## config.mk

```make
export PLATFORM = sky130hd
export DESIGN_NAME = calc1_req_arbiter
export DESIGN_NICKNAME = d
export VERILOG_FILES = /design/src/rtl/calc1_pkg.sv /design/src/rtl/calc1_alu.sv /design/src/rtl/calc1_req_arbiter.sv
export SDC_FILE = /design/constraint.sdc
export NUM_CORES = 1
export LEC_CHECK = 0
export CAP_MARGIN = 20
export CORE_ASPECT_RATIO = 0.75
export CORE_MARGIN = 8
export CORE_UTILIZATION = 60
export CTS_CLUSTER_DIAMETER = 80
export DETAILED_ROUTE_END_ITERATION = 12
export GPL_TIMING_DRIVEN = 0
export PLACE_DENSITY_LB_ADDON = 0.15
export SETUP_SLACK_MARGIN = 0.2
export SYNTH_ARGS = -nofsm -noshare
export SYNTH_HDL_FRONTEND = slang
export SYNTH_SLANG_ARGS = --single-unit
```

## constraint.sdc

```tcl
create_clock -name c_clk -period 12.2 [get_ports c_clk]
set_input_delay 3.66 -clock c_clk [delete_from_list [all_inputs] [get_ports c_clk]]
set_output_delay 3.66 -clock c_clk [all_outputs]
set_load 0.1 [all_outputs]
```

## src/rtl/calc1_pkg.sv

```systemverilog
// Shared codes, sizes and port-state encoding for the calc1 request arbiter.
package calc1_pkg;

  localparam int DATA_W_DEF = 32;
  localparam int NPORTS     = 4;

  localparam logic [3:0] CMD_NONE = 4'd0;
  localparam logic [3:0] CMD_ADD  = 4'd1;
  localparam logic [3:0] CMD_SUB  = 4'd2;
  localparam logic [3:0] CMD_SHL  = 4'd5;
  localparam logic [3:0] CMD_SHR  = 4'd6;

  localparam logic [1:0] RESP_NONE = 2'd0;
  localparam logic [1:0] RESP_OK   = 2'd1;
  localparam logic [1:0] RESP_ERR  = 2'd2;

  typedef enum logic [1:0] {
    ST_IDLE,
    ST_OP2,
    ST_PEND,
    ST_ISSUED
  } port_st_e;

endpackage

```

## src/rtl/calc1_alu.sv

```systemverilog
// Pipelined calc1 ALU: result computed at issue, then carried ALU_LAT stages
// together with the originating port tag.
module calc1_alu import calc1_pkg::*; #(
  parameter int DATA_W  = DATA_W_DEF,
  parameter int ALU_LAT = 1
) (
  input  logic              clk_i,
  input  logic              rst_ni,
  input  logic              vld_i,
  input  logic [3:0]        cmd_i,
  input  logic [DATA_W-1:0] op1_i,
  input  logic [DATA_W-1:0] op2_i,
  input  logic [1:0]        tag_i,
  output logic              vld_o,
  output logic [DATA_W-1:0] res_o,
  output logic [1:0]        resp_o,
  output logic [1:0]        tag_o
);

  logic [DATA_W-1:0] res_c;
  logic [1:0]        resp_c;
  logic [DATA_W:0]   sum_c;

  logic [ALU_LAT:1]             vld_pipe;
  logic [ALU_LAT:1][DATA_W-1:0] res_pipe;
  logic [ALU_LAT:1][1:0]        resp_pipe;
  logic [ALU_LAT:1][1:0]        tag_pipe;

  // Arithmetic and overflow rules; anything not recognised is an error with zero data.
  always_comb begin
    res_c  = '0;
    resp_c = RESP_ERR;
    sum_c  = {1'b0, op1_i} + {1'b0, op2_i};
    case (cmd_i)
      CMD_ADD: if (!sum_c[DATA_W]) begin
        res_c  = sum_c[DATA_W-1:0];
        resp_c = RESP_OK;
      end
      CMD_SUB: if (op2_i <= op1_i) begin
        res_c  = op1_i - op2_i;
        resp_c = RESP_OK;
      end
      CMD_SHL: begin
        res_c  = op1_i << op2_i[4:0];
        resp_c = RESP_OK;
      end
      CMD_SHR: begin
        res_c  = op1_i >> op2_i[4:0];
        resp_c = RESP_OK;
      end
      default: ;
    endcase
  end

  // Shift register of valid/result/tag; reset drops everything in flight.
  always_ff @(posedge clk_i or negedge rst_ni) begin
    if (!rst_ni) begin
      vld_pipe  <= '0;
      res_pipe  <= '0;
      resp_pipe <= '0;
      tag_pipe  <= '0;
    end else begin
      vld_pipe[1]  <= vld_i;
      res_pipe[1]  <= res_c;
      resp_pipe[1] <= resp_c;
      tag_pipe[1]  <= tag_i;
      for (int s = 2; s <= ALU_LAT; s++) begin
        vld_pipe[s]  <= vld_pipe[s-1];
        res_pipe[s]  <= res_pipe[s-1];
        resp_pipe[s] <= resp_pipe[s-1];
        tag_pipe[s]  <= tag_pipe[s-1];
      end
    end
  end

  assign vld_o  = vld_pipe[ALU_LAT];
  assign res_o  = res_pipe[ALU_LAT];
  assign resp_o = resp_pipe[ALU_LAT];
  assign tag_o  = tag_pipe[ALU_LAT];

endmodule

```

## src/rtl/calc1_req_arbiter.sv

```systemverilog
// Four calc1 requester ports sharing one ALU through a round-robin arbiter.
module calc1_req_arbiter import calc1_pkg::*; #(
  parameter int DATA_W  = DATA_W_DEF,
  parameter int ALU_LAT = 1
) (
  input  logic              c_clk,
  input  logic              reset,
  input  logic [0:3]        req1_cmd_in,
  input  logic [0:3]        req2_cmd_in,
  input  logic [0:3]        req3_cmd_in,
  input  logic [0:3]        req4_cmd_in,
  input  logic [0:DATA_W-1] req1_data_in,
  input  logic [0:DATA_W-1] req2_data_in,
  input  logic [0:DATA_W-1] req3_data_in,
  input  logic [0:DATA_W-1] req4_data_in,
  output logic [0:DATA_W-1] out_data1,
  output logic [0:DATA_W-1] out_data2,
  output logic [0:DATA_W-1] out_data3,
  output logic [0:DATA_W-1] out_data4,
  output logic [0:1]        out_resp1,
  output logic [0:1]        out_resp2,
  output logic [0:1]        out_resp3,
  output logic [0:1]        out_resp4,
  output logic [1:4]        proto_err
);

  // Index 0 is port 1 throughout.
  logic [NPORTS-1:0][3:0]        cmd_in;
  logic [NPORTS-1:0][DATA_W-1:0] dat_in;

  assign cmd_in = {req4_cmd_in, req3_cmd_in, req2_cmd_in, req1_cmd_in};
  assign dat_in = {req4_data_in, req3_data_in, req2_data_in, req1_data_in};

  port_st_e st_q [NPORTS];
  port_st_e st_d [NPORTS];

  logic [NPORTS-1:0][3:0]        cmd_q;
  logic [NPORTS-1:0][DATA_W-1:0] op1_q, op2_q;
  logic [NPORTS-1:0]             err_q;
  logic [NPORTS-1:0]             ld_op1, ld_op2, err_set, pend;
  logic                          ready_q;

  logic [1:0] ptr_q;
  logic       gnt_vld;
  logic [1:0] gnt_idx;

  logic              alu_vld;
  logic [DATA_W-1:0] alu_res;
  logic [1:0]        alu_resp, alu_tag;

  logic [NPORTS-1:0][DATA_W-1:0] rsp_data_q;
  logic [NPORTS-1:0][1:0]        rsp_resp_q;

  // Gates command capture off for the first edge after reset release.
  always_ff @(posedge c_clk or negedge reset) begin
    if (!reset) ready_q <= 1'b0;
    else        ready_q <= 1'b1;
  end

  // Per-port next state, load strobes and busy-port protocol errors.
  always_comb begin
    for (int p = 0; p < NPORTS; p++) begin
      st_d[p]    = st_q[p];
      ld_op1[p]  = 1'b0;
      ld_op2[p]  = 1'b0;
      err_set[p] = 1'b0;
      pend[p]    = (st_q[p] == ST_PEND);
      case (st_q[p])
        ST_IDLE: if (ready_q && cmd_in[p] != CMD_NONE) begin
          st_d[p]   = ST_OP2;
          ld_op1[p] = 1'b1;
        end
        ST_OP2: begin
          st_d[p]   = ST_PEND;
          ld_op2[p] = 1'b1;
        end
        ST_PEND:   if (gnt_vld && gnt_idx == 2'(p)) st_d[p] = ST_ISSUED;
        ST_ISSUED: if (alu_vld && alu_tag == 2'(p)) st_d[p] = ST_IDLE;
        default:   st_d[p] = ST_IDLE;
      endcase
      if (st_q[p] != ST_IDLE && cmd_in[p] != CMD_NONE) err_set[p] = 1'b1;
    end
  end

  // Port state registers.
  always_ff @(posedge c_clk or negedge reset) begin
    if (!reset) begin
      for (int p = 0; p < NPORTS; p++) st_q[p] <= ST_IDLE;
    end else begin
      for (int p = 0; p < NPORTS; p++) st_q[p] <= st_d[p];
    end
  end

  // Captured command/operands and sticky protocol-error flags.
  always_ff @(posedge c_clk or negedge reset) begin
    if (!reset) begin
      cmd_q <= '0;
      op1_q <= '0;
      op2_q <= '0;
      err_q <= '0;
    end else begin
      for (int p = 0; p < NPORTS; p++) begin
        if (ld_op1[p]) begin
          cmd_q[p] <= cmd_in[p];
          op1_q[p] <= dat_in[p];
        end
        if (ld_op2[p])  op2_q[p] <= dat_in[p];
        if (err_set[p]) err_q[p] <= 1'b1;
      end
    end
  end

  // Round-robin search starting one past the last granted port.
  always_comb begin
    logic [1:0] cand;
    cand    = '0;
    gnt_vld = 1'b0;
    gnt_idx = ptr_q;
    for (int k = 1; k <= NPORTS; k++) begin
      cand = ptr_q + 2'(k);
      if (!gnt_vld && pend[cand]) begin
        gnt_vld = 1'b1;
        gnt_idx = cand;
      end
    end
  end

  // Pointer moves only on a grant; reset points at port 4 so port 1 wins first.
  always_ff @(posedge c_clk or negedge reset) begin
    if (!reset)       ptr_q <= 2'd3;
    else if (gnt_vld) ptr_q <= gnt_idx;
  end

  calc1_alu #(
    .DATA_W  (DATA_W),
    .ALU_LAT (ALU_LAT)
  ) u_alu (
    .clk_i  (c_clk),
    .rst_ni (reset),
    .vld_i  (gnt_vld),
    .cmd_i  (cmd_q[gnt_idx]),
    .op1_i  (op1_q[gnt_idx]),
    .op2_i  (op2_q[gnt_idx]),
    .tag_i  (gnt_idx),
    .vld_o  (alu_vld),
    .res_o  (alu_res),
    .resp_o (alu_resp),
    .tag_o  (alu_tag)
  );

  // One-cycle response registers; idle ports read back zero.
  always_ff @(posedge c_clk or negedge reset) begin
    if (!reset) begin
      rsp_data_q <= '0;
      rsp_resp_q <= '0;
    end else begin
      for (int p = 0; p < NPORTS; p++) begin
        if (alu_vld && alu_tag == 2'(p)) begin
          rsp_data_q[p] <= alu_res;
          rsp_resp_q[p] <= alu_resp;
        end else begin
          rsp_data_q[p] <= '0;
          rsp_resp_q[p] <= RESP_NONE;
        end
      end
    end
  end

  assign out_data1 = rsp_data_q[0];
  assign out_data2 = rsp_data_q[1];
  assign out_data3 = rsp_data_q[2];
  assign out_data4 = rsp_data_q[3];
  assign out_resp1 = rsp_resp_q[0];
  assign out_resp2 = rsp_resp_q[1];
  assign out_resp3 = rsp_resp_q[2];
  assign out_resp4 = rsp_resp_q[3];
  assign proto_err = {err_q[0], err_q[1], err_q[2], err_q[3]};

endmodule

```

# Yosys cells after proc, flatten, opt, wreduce, memory -nomap -nowiden
# Index checks and enable logic that the tools add are counted.
[totals]
elab_cells = 190
ff_bits = 460
[classes]
reduce_logical = 41
add_sub_neg = 5
n_mux = 68
order_cmp = 6
n_eq_ne = 34
shifts = 2
[ops]
columns = ["cell", "count"]
rows = [
  ["32-bit two-way mux", 8],
  ["32-bit binary-select mux with 2-bit select", 2],
  ["32-bit case mux with 4 select lines", 1],
  ["2-bit two-way mux", 22],
  ["32-bit by 32-bit adder with 33-bit output", 1],
  ["32-bit less-or-equal comparator", 1],
  ["2-bit case mux with 4 select lines", 4],
  ["32-bit by 5-bit << shifter with 32-bit output", 1],
  ["32-bit by 5-bit right shift with 32-bit output", 1],
  ["32-bit subtractor", 1],
  ["2-bit == test (second input constant)", 12],
  ["1-bit two-way mux", 24],
  ["1-bit logical AND", 19],
  ["2-bit inequality test (second input constant)", 8],
  ["4-bit nonzero test", 4],
  ["2-bit by 3-bit < comparator with 1-bit output (second input constant)", 5],
  ["2-bit by 1-bit == test with 1-bit output (second input constant)", 6],
  ["2-bit logical NOT", 6],
  ["3-bit AND reduction", 4],
  ["1-bit binary-select mux with 2-bit select", 4],
  ["4-bit binary-select mux with 2-bit select", 1],
  ["4-bit by 3-bit == test with 1-bit output (second input constant)", 2],
  ["2-bit by 1-bit inequality test with 1-bit output (second input constant)", 4],
  ["2-bit nonzero test", 4],
  ["other kinds (8)", 11],
]

# Depth between registers and ports, before layout
[depth]
word_depth = 18
depth_mapped = 28
depth_no_buf = 22

# By module
# From an unflattened synthesis, not the netlist that was laid out.
[hier_totals]
cells_unflattened = 2450
hier_area_um2 = 25748.4
[by_module_without_submodules]
columns = ["mod", "seq_area_each_um2", "area_per_inst_um2", "instances", "cells_per_inst"]
rows = [
  ["calc1_req_arbiter", 10587.7, 17629.4, 1, 1392],
  ["calc1_alu", 925.9, 8119.0, 1, 1058],
]

# Worst setup path after synthesis
# No wires, ideal clock.
[synth_path]
kind = "reg2reg"
startpoint = "register ptr_q[1]"
endpoint = "register u_alu.res_pipe (netlist bit u_alu.res_o[26])"
arrival_time_ps = 5670
stages_incl_launch_ff = 24
path_slack_ps = 6391
path_buffers = 6
period_less_slack_ps = 5809
cell_sequence = "dfstp_2 buf_6 mux2_4 o311ai_4 buf_6 buf_4 clkbuf_1 buf_2 mux2i_1 nand2_1 and2_1 ha_1 clkbuf_1 o21a_1 o21a_1 a21oi_1 or4b_1 a21boi_1 o21ai_1 nand2b_2 a41oi_2 a221oi_1 a31oi_1 or4_1"
[synth_via]
elab_chain_len = 18
elab_cells_between_ends = 42
cone_classes = "add/sub (5); order compare (1); eq/ne (4); shift (2); mux (24); reduce/logical (6)"
[synth_lines]
columns = ["element", "line", "text"]
rows = [
  ["start: declaration", "calc1_req_arbiter.sv:43", "logic [1:0] ptr_q;"],
  ["start signal: assignment", "calc1_req_arbiter.sv:131", "else if (gnt_vld) ptr_q <= gnt_idx;"],
  ["2-bit by 1-bit adder with 2-bit output", "calc1_req_arbiter.sv:120", "cand = ptr_q + 2'(k);"],
  ["1-bit binary-select mux with 2-bit select", "calc1_req_arbiter.sv:121", "if (!gnt_vld && pend[cand]) begin"],
  ["1-bit two-way mux (not written as such)", "calc1_req_arbiter.sv:121", ""],
  ["1-bit two-way mux", "calc1_req_arbiter.sv:121", ""],
  ["1-bit logical NOT", "calc1_req_arbiter.sv:121", ""],
  ["1-bit logical AND", "calc1_req_arbiter.sv:121", ""],
  ["1-bit two-way mux", "calc1_req_arbiter.sv:121", ""],
  ["1-bit logical NOT", "calc1_req_arbiter.sv:121", ""],
  ["[3 not listed]", "-", ""],
  ["1-bit logical AND", "calc1_req_arbiter.sv:121", ""],
  ["2-bit two-way mux (*)", "calc1_req_arbiter.sv:121", ""],
  ["32-bit binary-select mux with 2-bit select, on equally long branches", "calc1_req_arbiter.sv:142, calc1_req_arbiter.sv:143", ""],
  ["32-bit two-way mux, on equally long branches", "calc1_req_arbiter.sv:142, calc1_req_arbiter.sv:143", ""],
  ["32-bit subtractor (tied with other cells)", "calc1_alu.sv:40", "res_c = op1_i - op2_i;"],
  ["32-bit two-way mux, on equally long branches", "calc1_alu.sv:39, calc1_alu.sv:35", ""],
  ["32-bit case mux with 4 select lines (*)", "calc1_alu.sv:34", "case (cmd_i)"],
  ["named net u_alu.res_c[26]", "calc1_alu.sv:20", "logic [DATA_W-1:0] res_c;"],
  ["end signal: indexed assignment", "calc1_alu.sv:69", "res_pipe[s] <= res_pipe[s-1];"],
  ["end: declaration", "calc1_alu.sv:25", "logic [ALU_LAT:1][DATA_W-1:0] res_pipe;"],
]
# Mark *: on every way through the listed nets, which the timed path passes. The rest lies on a longest branch. The select of a mux whose other input is x is not followed.
# A chain may end at the register's enable or synchronous reset.

# Final worst setup path
[layout_path]
startpoint = "register st_q[2] in the netlist's numbering"
endpoint = "register u_alu.res_pipe (netlist bit u_alu.res_o[21])"
[layout_via]
elab_chain_len = 18
elab_cells_between_ends = 40
cone_classes = "add/sub (2); order compare (1); eq/ne (5); shift (2); mux (24); reduce/logical (6)"
[layout_lines]
columns = ["element", "line", "text"]
rows = [
  ["start: declaration", "calc1_req_arbiter.sv:34", "port_st_e st_q [NPORTS];"],
  ["2-bit == test (*)", "calc1_req_arbiter.sv:67", "pend[p] = (st_q[p] == ST_PEND);"],
  ["1-bit binary-select mux with 2-bit select", "calc1_req_arbiter.sv:121", ""],
  ["1-bit two-way mux (not written as such)", "calc1_req_arbiter.sv:121", ""],
  ["1-bit two-way mux", "calc1_req_arbiter.sv:121", ""],
  ["1-bit logical NOT", "calc1_req_arbiter.sv:121", ""],
  ["1-bit logical AND", "calc1_req_arbiter.sv:121", ""],
  ["1-bit two-way mux", "calc1_req_arbiter.sv:121", ""],
  ["1-bit logical NOT", "calc1_req_arbiter.sv:121", ""],
  ["[3 not listed]", "-", ""],
  ["1-bit logical AND", "calc1_req_arbiter.sv:121", ""],
  ["2-bit two-way mux (*)", "calc1_req_arbiter.sv:121", ""],
  ["32-bit binary-select mux with 2-bit select, on equally long branches", "calc1_req_arbiter.sv:142, calc1_req_arbiter.sv:143", ""],
  ["32-bit two-way mux, on equally long branches", "calc1_req_arbiter.sv:142, calc1_req_arbiter.sv:143", ""],
  ["32-bit subtractor (tied with other cells)", "calc1_alu.sv:40", ""],
  ["32-bit two-way mux, on equally long branches", "calc1_alu.sv:39, calc1_alu.sv:35", ""],
  ["32-bit case mux with 4 select lines (*)", "calc1_alu.sv:34", ""],
  ["named net u_alu.res_c[21]", "calc1_alu.sv:20", ""],
]
# Marked as above.

==> impl.org <==
** Flow run
- The tool flagged a number of max-cap violations equal to 0.

** Logic synthesis
- Yosys mapped the design onto 96 distinct sky130hd cell types.
- Synthesis produced approximately 2400 cells.
- In this run, synthesis inferred 0 flip-flops with an integrated enable.
- In this run, synthesis produced a sequential element count of 460.
- During synthesis, Yosys emitted a total of 0 warnings.
- After synthesis, the share of flip-flops with an asynchronous set or reset is 1.00.
- For this run, the register share of the synthesized area comes to 0.441.
- Total nets after synthesis :: 2623
- The cell area that synthesis handed to floorplanning was between 20000 and 30000 µm².
- Mean cell area of the mapped netlist :: 10.9 µm²
- The most used flip-flop cell after synthesis is sky130_fd_sc_hd__dfrtp_1.

** Timing
- Adding up every negative setup slack in the final design gives 0 ns.
- Rel. slew slack :: 0.124
- Max-slew violation total from the final report :: 0
- For this run, the top clock speed supported by timing is 114 MHz.
- Post-Route Skew :: approximately 0.039 ns
- Setup repair after global routing left no endpoint under its margin.
- At the pin with the least slew margin, the transition time is approximately 1.3 ns.
- In the finished design, the share of the clock period the worst path needs comes to 0.718.
- After layout, the minimum clock period comes to 8.76 ns.
- Hold Fails Final Rpt :: 0
- Final setup violation count :: 0

** Place
- Half-perimeter wire length of the detailed placement result :: approximately 74000 µm
- In this run the tool buffered the top-level ports with about 290 buffer cells.
- Routability-driven placement finished with a final weighted congestion of between 1 and 1.5.

** Drt
- In the routed layout, each cell is associated on average with a via count of 6.65.
- The detailed router placed approximately 22000 vias in this run.
- In the final routed layout, each cell accounts on average for roughly 30 µm.
- In the routed design, unresolved DRC markers number 0.
- Remaining antenna violation count :: 0
- In this run, the number of DRC markers left after iteration 0 of detailed routing was roughly 2900.
- Summed over all layers, the routed wires come to approximately 100000 µm.
- Number of optimization iterations in the first detailed-route pass :: 8

** Critical path
- Counting cells, the worst reg-to-reg path comes to 25.
- Crit path required time :: around 13 ns
- The worst setup path is of the reg2reg kind.
- Internal reg-to-reg setup slack :: 3.44 ns
- In this run the critical register-to-register path is launched from st_q[2]$_DFFE_PN0P_.
- Along the worst path, the maximum fanout reaches 10.
- STA classifies the critical path endpoint as a flip-flop.
- Startpoint Class :: flip-flop
- The endpoint identified for the worst register-to-register timing path is u_alu.res_o[21]$_DFF_PN0_.
- In this run the worst setup path terminates at u_alu.res_o[21]$_DFF_PN0_.
- Start point of the critical path :: st_q[2]$_DFFE_PN0P_
- Data arrives at the worst endpoint at just over 9 ns.

** Final layout
- Most frequent standard cell in the layout excluding fill and tap cells :: sky130_fd_sc_hd__dfrtp_1
- From synthesis to final layout, the design area changed by 19.7%.
- In the final layout, the share of cells above drive strength 1 is 0.178.
- Top library cells by usage in the layout, fill and taps aside :: 458 x sky130_fd_sc_hd__dfrtp_1, 313 x sky130_fd_sc_hd__mux2_2, 284 x sky130_fd_sc_hd__clkdlybuf4s50_1, 274 x sky130_fd_sc_hd__mux2i_1, 167 x sky130_fd_sc_hd__and2_1
- Net count, final :: between 2000 and 3000

** Global route
- The number of antenna violations at the first check in global routing came to 3.
- GRT Util Overall :: 0.380
- Entering global routing, the biggest net connects roughly 130 pins.
- Total congestion overflow after global routing :: 0
- Wire length of the first global-routing pass :: 146000 µm
- Vias in the first global route :: roughly 23000

** Floorplanning
- Floorplan core area :: 43200 µm²
- The die covers 50600 µm².
- The die is roughly 200 µm tall.
- X dimension of the die :: 257 µm
- The floorplan has 66 rows.
- Number of I/O pins :: ~290
- For this configuration, the core starts out at a cell density of 0.605.

** CTS
- Root Driver :: sky130_fd_sc_hd__clkbuf_16
- TritonCTS buffer count :: 43
- Reg clk slew, reported paths :: 0.07 ns
- Post-CTS repair changed the size of 0 cells.
- The clock reaches the later pin of the worst-skew pair after between 0.5 and 0.6 ns.
- Count of clock tree sinks :: 460
- Hold buffer count at cts :: 0
- Clock tree from TritonCTS :: yes
- Max Buffers Root-to-Sink :: 3
- Postcts setup bufs :: 0
- CTS built an H-tree with a depth of 2.

** Status
- Outcome :: complete, no violations

** Worst hold path
- Min-Delay Path Class :: reg2reg
-- worst max-delay path, stage by stage, from the launching register on --
cell,delay [ns]
sky130_fd_sc_hd__dfrtp_1,0.41
sky130_fd_sc_hd__inv_1,0.10
sky130_fd_sc_hd__ha_1,0.29
sky130_fd_sc_hd__mux2_4,0.33
sky130_fd_sc_hd__o311ai_4,0.55
sky130_fd_sc_hd__buf_6,0.26
sky130_fd_sc_hd__buf_4,0.26
sky130_fd_sc_hd__clkbuf_1,0.68
sky130_fd_sc_hd__buf_2,0.62
sky130_fd_sc_hd__mux2i_1,0.29
sky130_fd_sc_hd__nand2_1,0.08
sky130_fd_sc_hd__and2_1,0.22
sky130_fd_sc_hd__ha_1,0.28
sky130_fd_sc_hd__buf_2,0.19
sky130_fd_sc_hd__inv_1,0.09
sky130_fd_sc_hd__a21oi_1,0.13
sky130_fd_sc_hd__o21bai_1,0.08
sky130_fd_sc_hd__a221oi_1,0.71
sky130_fd_sc_hd__o21ai_1,0.36
sky130_fd_sc_hd__o21ai_0,0.26
sky130_fd_sc_hd__o211ai_1,0.13
sky130_fd_sc_hd__nand3_1,0.41
sky130_fd_sc_hd__clkbuf_1,0.83
sky130_fd_sc_hd__o22ai_1,0.20
sky130_fd_sc_hd__o21ai_0,0.52
sky130_fd_sc_hd__nand3_1,0.25
-- how the worst min path moves through the flow --
stage | startpoint | endpoint | cells after the start
after floorplan | op1_q[37]$_DFFE_PN0P_ | op1_q[37]$_DFFE_PN0P_ | 1
after global placement | err_q[3]$_DFFE_PN0P_ | err_q[3]$_DFFE_PN0P_ | 1
after detailed placement | err_q[1]$_DFFE_PN0P_ | err_q[1]$_DFFE_PN0P_ | 1
after CTS | err_q[1]$_DFFE_PN0P_ | err_q[1]$_DFFE_PN0P_ | 1
after global routing | err_q[3]$_DFFE_PN0P_ | err_q[3]$_DFFE_PN0P_ | 1
final | err_q[1]$_DFFE_PN0P_ | err_q[1]$_DFFE_PN0P_ | 1
-- state kept, by name (all words and copies together) (netlist names), 4 cells and up --
| name | flops |
|---|---|
| cmd_q | 16 |
| st_q | 8 |
| out_data2 | 32 |
| op1_q | 128 |
| out_data3 | 32 |
| out_data4 | 32 |
| err_q | 4 |
| u_alu.res_o | 32 |
| out_data1 | 32 |
| op2_q | 128 |
-- routing by layer --
layer  global-route usage  vias up  wire, µm
li1                     -     9177         -
met5                    0        -         9
met3                0.125      396     11600
met1                0.496    11062     39300
met4                0.170        2      4960
met2                0.575     1546     43300
-- cells by family (layout without fill, tap and decap cells) --
group,Yosys count,in the layout,synth area share
AO/OA/AOI/OAI,369,369,0.0995
XOR/XNOR,30,30,0.0101
adder cells (fa/ha/maj),88,88,0.0427
buffers and inverters,246,613,0.0447
flip-flops,460,460,0.441
multiplexers,591,591,0.242
other,1,3,0.000143
AND/OR/NAND/NOR,604,604,0.120
-- stage by stage --
stage / worst slack, ns / std cells / utilization / hold slack [ns] / area [µm²]
3_3_place_gp: -11.02 / 3252 / 0.688 / 0.443 / 29700
3_5_place_dp: 3.83 / 3256 / 0.690 / 0.447 / 29800
4_1_cts: 3.82 / 3331 / 0.723 / 0.461 / 31200
5_1_grt: 3.38 / 3334 / 0.724 / 0.490 / 31300
6_report: 3.44 / 3336 / 0.724 / 0.460 / 31300
2_1_floorplan: 6.39 / 2389 / - / 0.473 / 26100
-- cell usage after synthesis, types with 6 or more instances --
cell | n | area share
sky130_fd_sc_hd__a221oi_1 | 23 | 0.0077
sky130_fd_sc_hd__o21ai_0 | 44 | 0.0084
sky130_fd_sc_hd__and3_1 | 11 | 0.0026
sky130_fd_sc_hd__inv_1 | 104 | 0.015
sky130_fd_sc_hd__mux2i_1 | 274 | 0.10
sky130_fd_sc_hd__buf_2 | 32 | 0.0061
sky130_fd_sc_hd__buf_1 | 12 | 0.0017
sky130_fd_sc_hd__or3_1 | 11 | 0.0026
sky130_fd_sc_hd__nand2_1 | 131 | 0.019
sky130_fd_sc_hd__dfrtp_1 | 458 | 0.44
sky130_fd_sc_hd__or4_1 | 6 | 0.0017
sky130_fd_sc_hd__mux2_2 | 313 | 0.13
sky130_fd_sc_hd__nor4_1 | 8 | 0.0019
sky130_fd_sc_hd__o31ai_1 | 7 | 0.0020
sky130_fd_sc_hd__clkbuf_1 | 63 | 0.0090
sky130_fd_sc_hd__and2_1 | 167 | 0.040
sky130_fd_sc_hd__o21ai_1 | 14 | 0.0027
sky130_fd_sc_hd__o32ai_1 | 7 | 0.0023
sky130_fd_sc_hd__nor2_1 | 123 | 0.018
sky130_fd_sc_hd__nor3b_1 | 6 | 0.0017
sky130_fd_sc_hd__nor3_1 | 31 | 0.0059
sky130_fd_sc_hd__o31a_1 | 6 | 0.0020
sky130_fd_sc_hd__nand3_1 | 34 | 0.0065
sky130_fd_sc_hd__a31oi_1 | 11 | 0.0026
sky130_fd_sc_hd__xnor2_1 | 25 | 0.0084
sky130_fd_sc_hd__o211ai_1 | 22 | 0.0063
sky130_fd_sc_hd__nor2b_1 | 19 | 0.0045
sky130_fd_sc_hd__buf_6 | 20 | 0.0086
sky130_fd_sc_hd__buf_4 | 8 | 0.0023
sky130_fd_sc_hd__a21o_1 | 18 | 0.0052
sky130_fd_sc_hd__a211oi_1 | 13 | 0.0037
sky130_fd_sc_hd__o21bai_1 | 16 | 0.0046
sky130_fd_sc_hd__a221o_1 | 7 | 0.0027
sky130_fd_sc_hd__a22o_1 | 8 | 0.0027
sky130_fd_sc_hd__nand2b_1 | 15 | 0.0036
sky130_fd_sc_hd__a211o_1 | 6 | 0.0020
sky130_fd_sc_hd__ha_1 | 86 | 0.041
sky130_fd_sc_hd__o21a_1 | 7 | 0.0020
sky130_fd_sc_hd__a21oi_1 | 79 | 0.015
sky130_fd_sc_hd__o22ai_1 | 13 | 0.0031
sky130_fd_sc_hd__a22oi_1 | 17 | 0.0049
sky130_fd_sc_hd__nand4_1 | 15 | 0.0036
-- cell type report --
type,instances,area (µm²)
repair buffers,292,2990
multi-input cells,1683,13500
diodes,2,5.00
clock inverters,19,228
well taps,578,723
fillers,2778,11900
flip-flops and latches,460,11500
plain buffers,137,752
clock buffers,56,1200
inverters,109,417
Power is not shown: default switching activity piles up to over one toggle a cycle in this logic, so the estimate is an artifact.
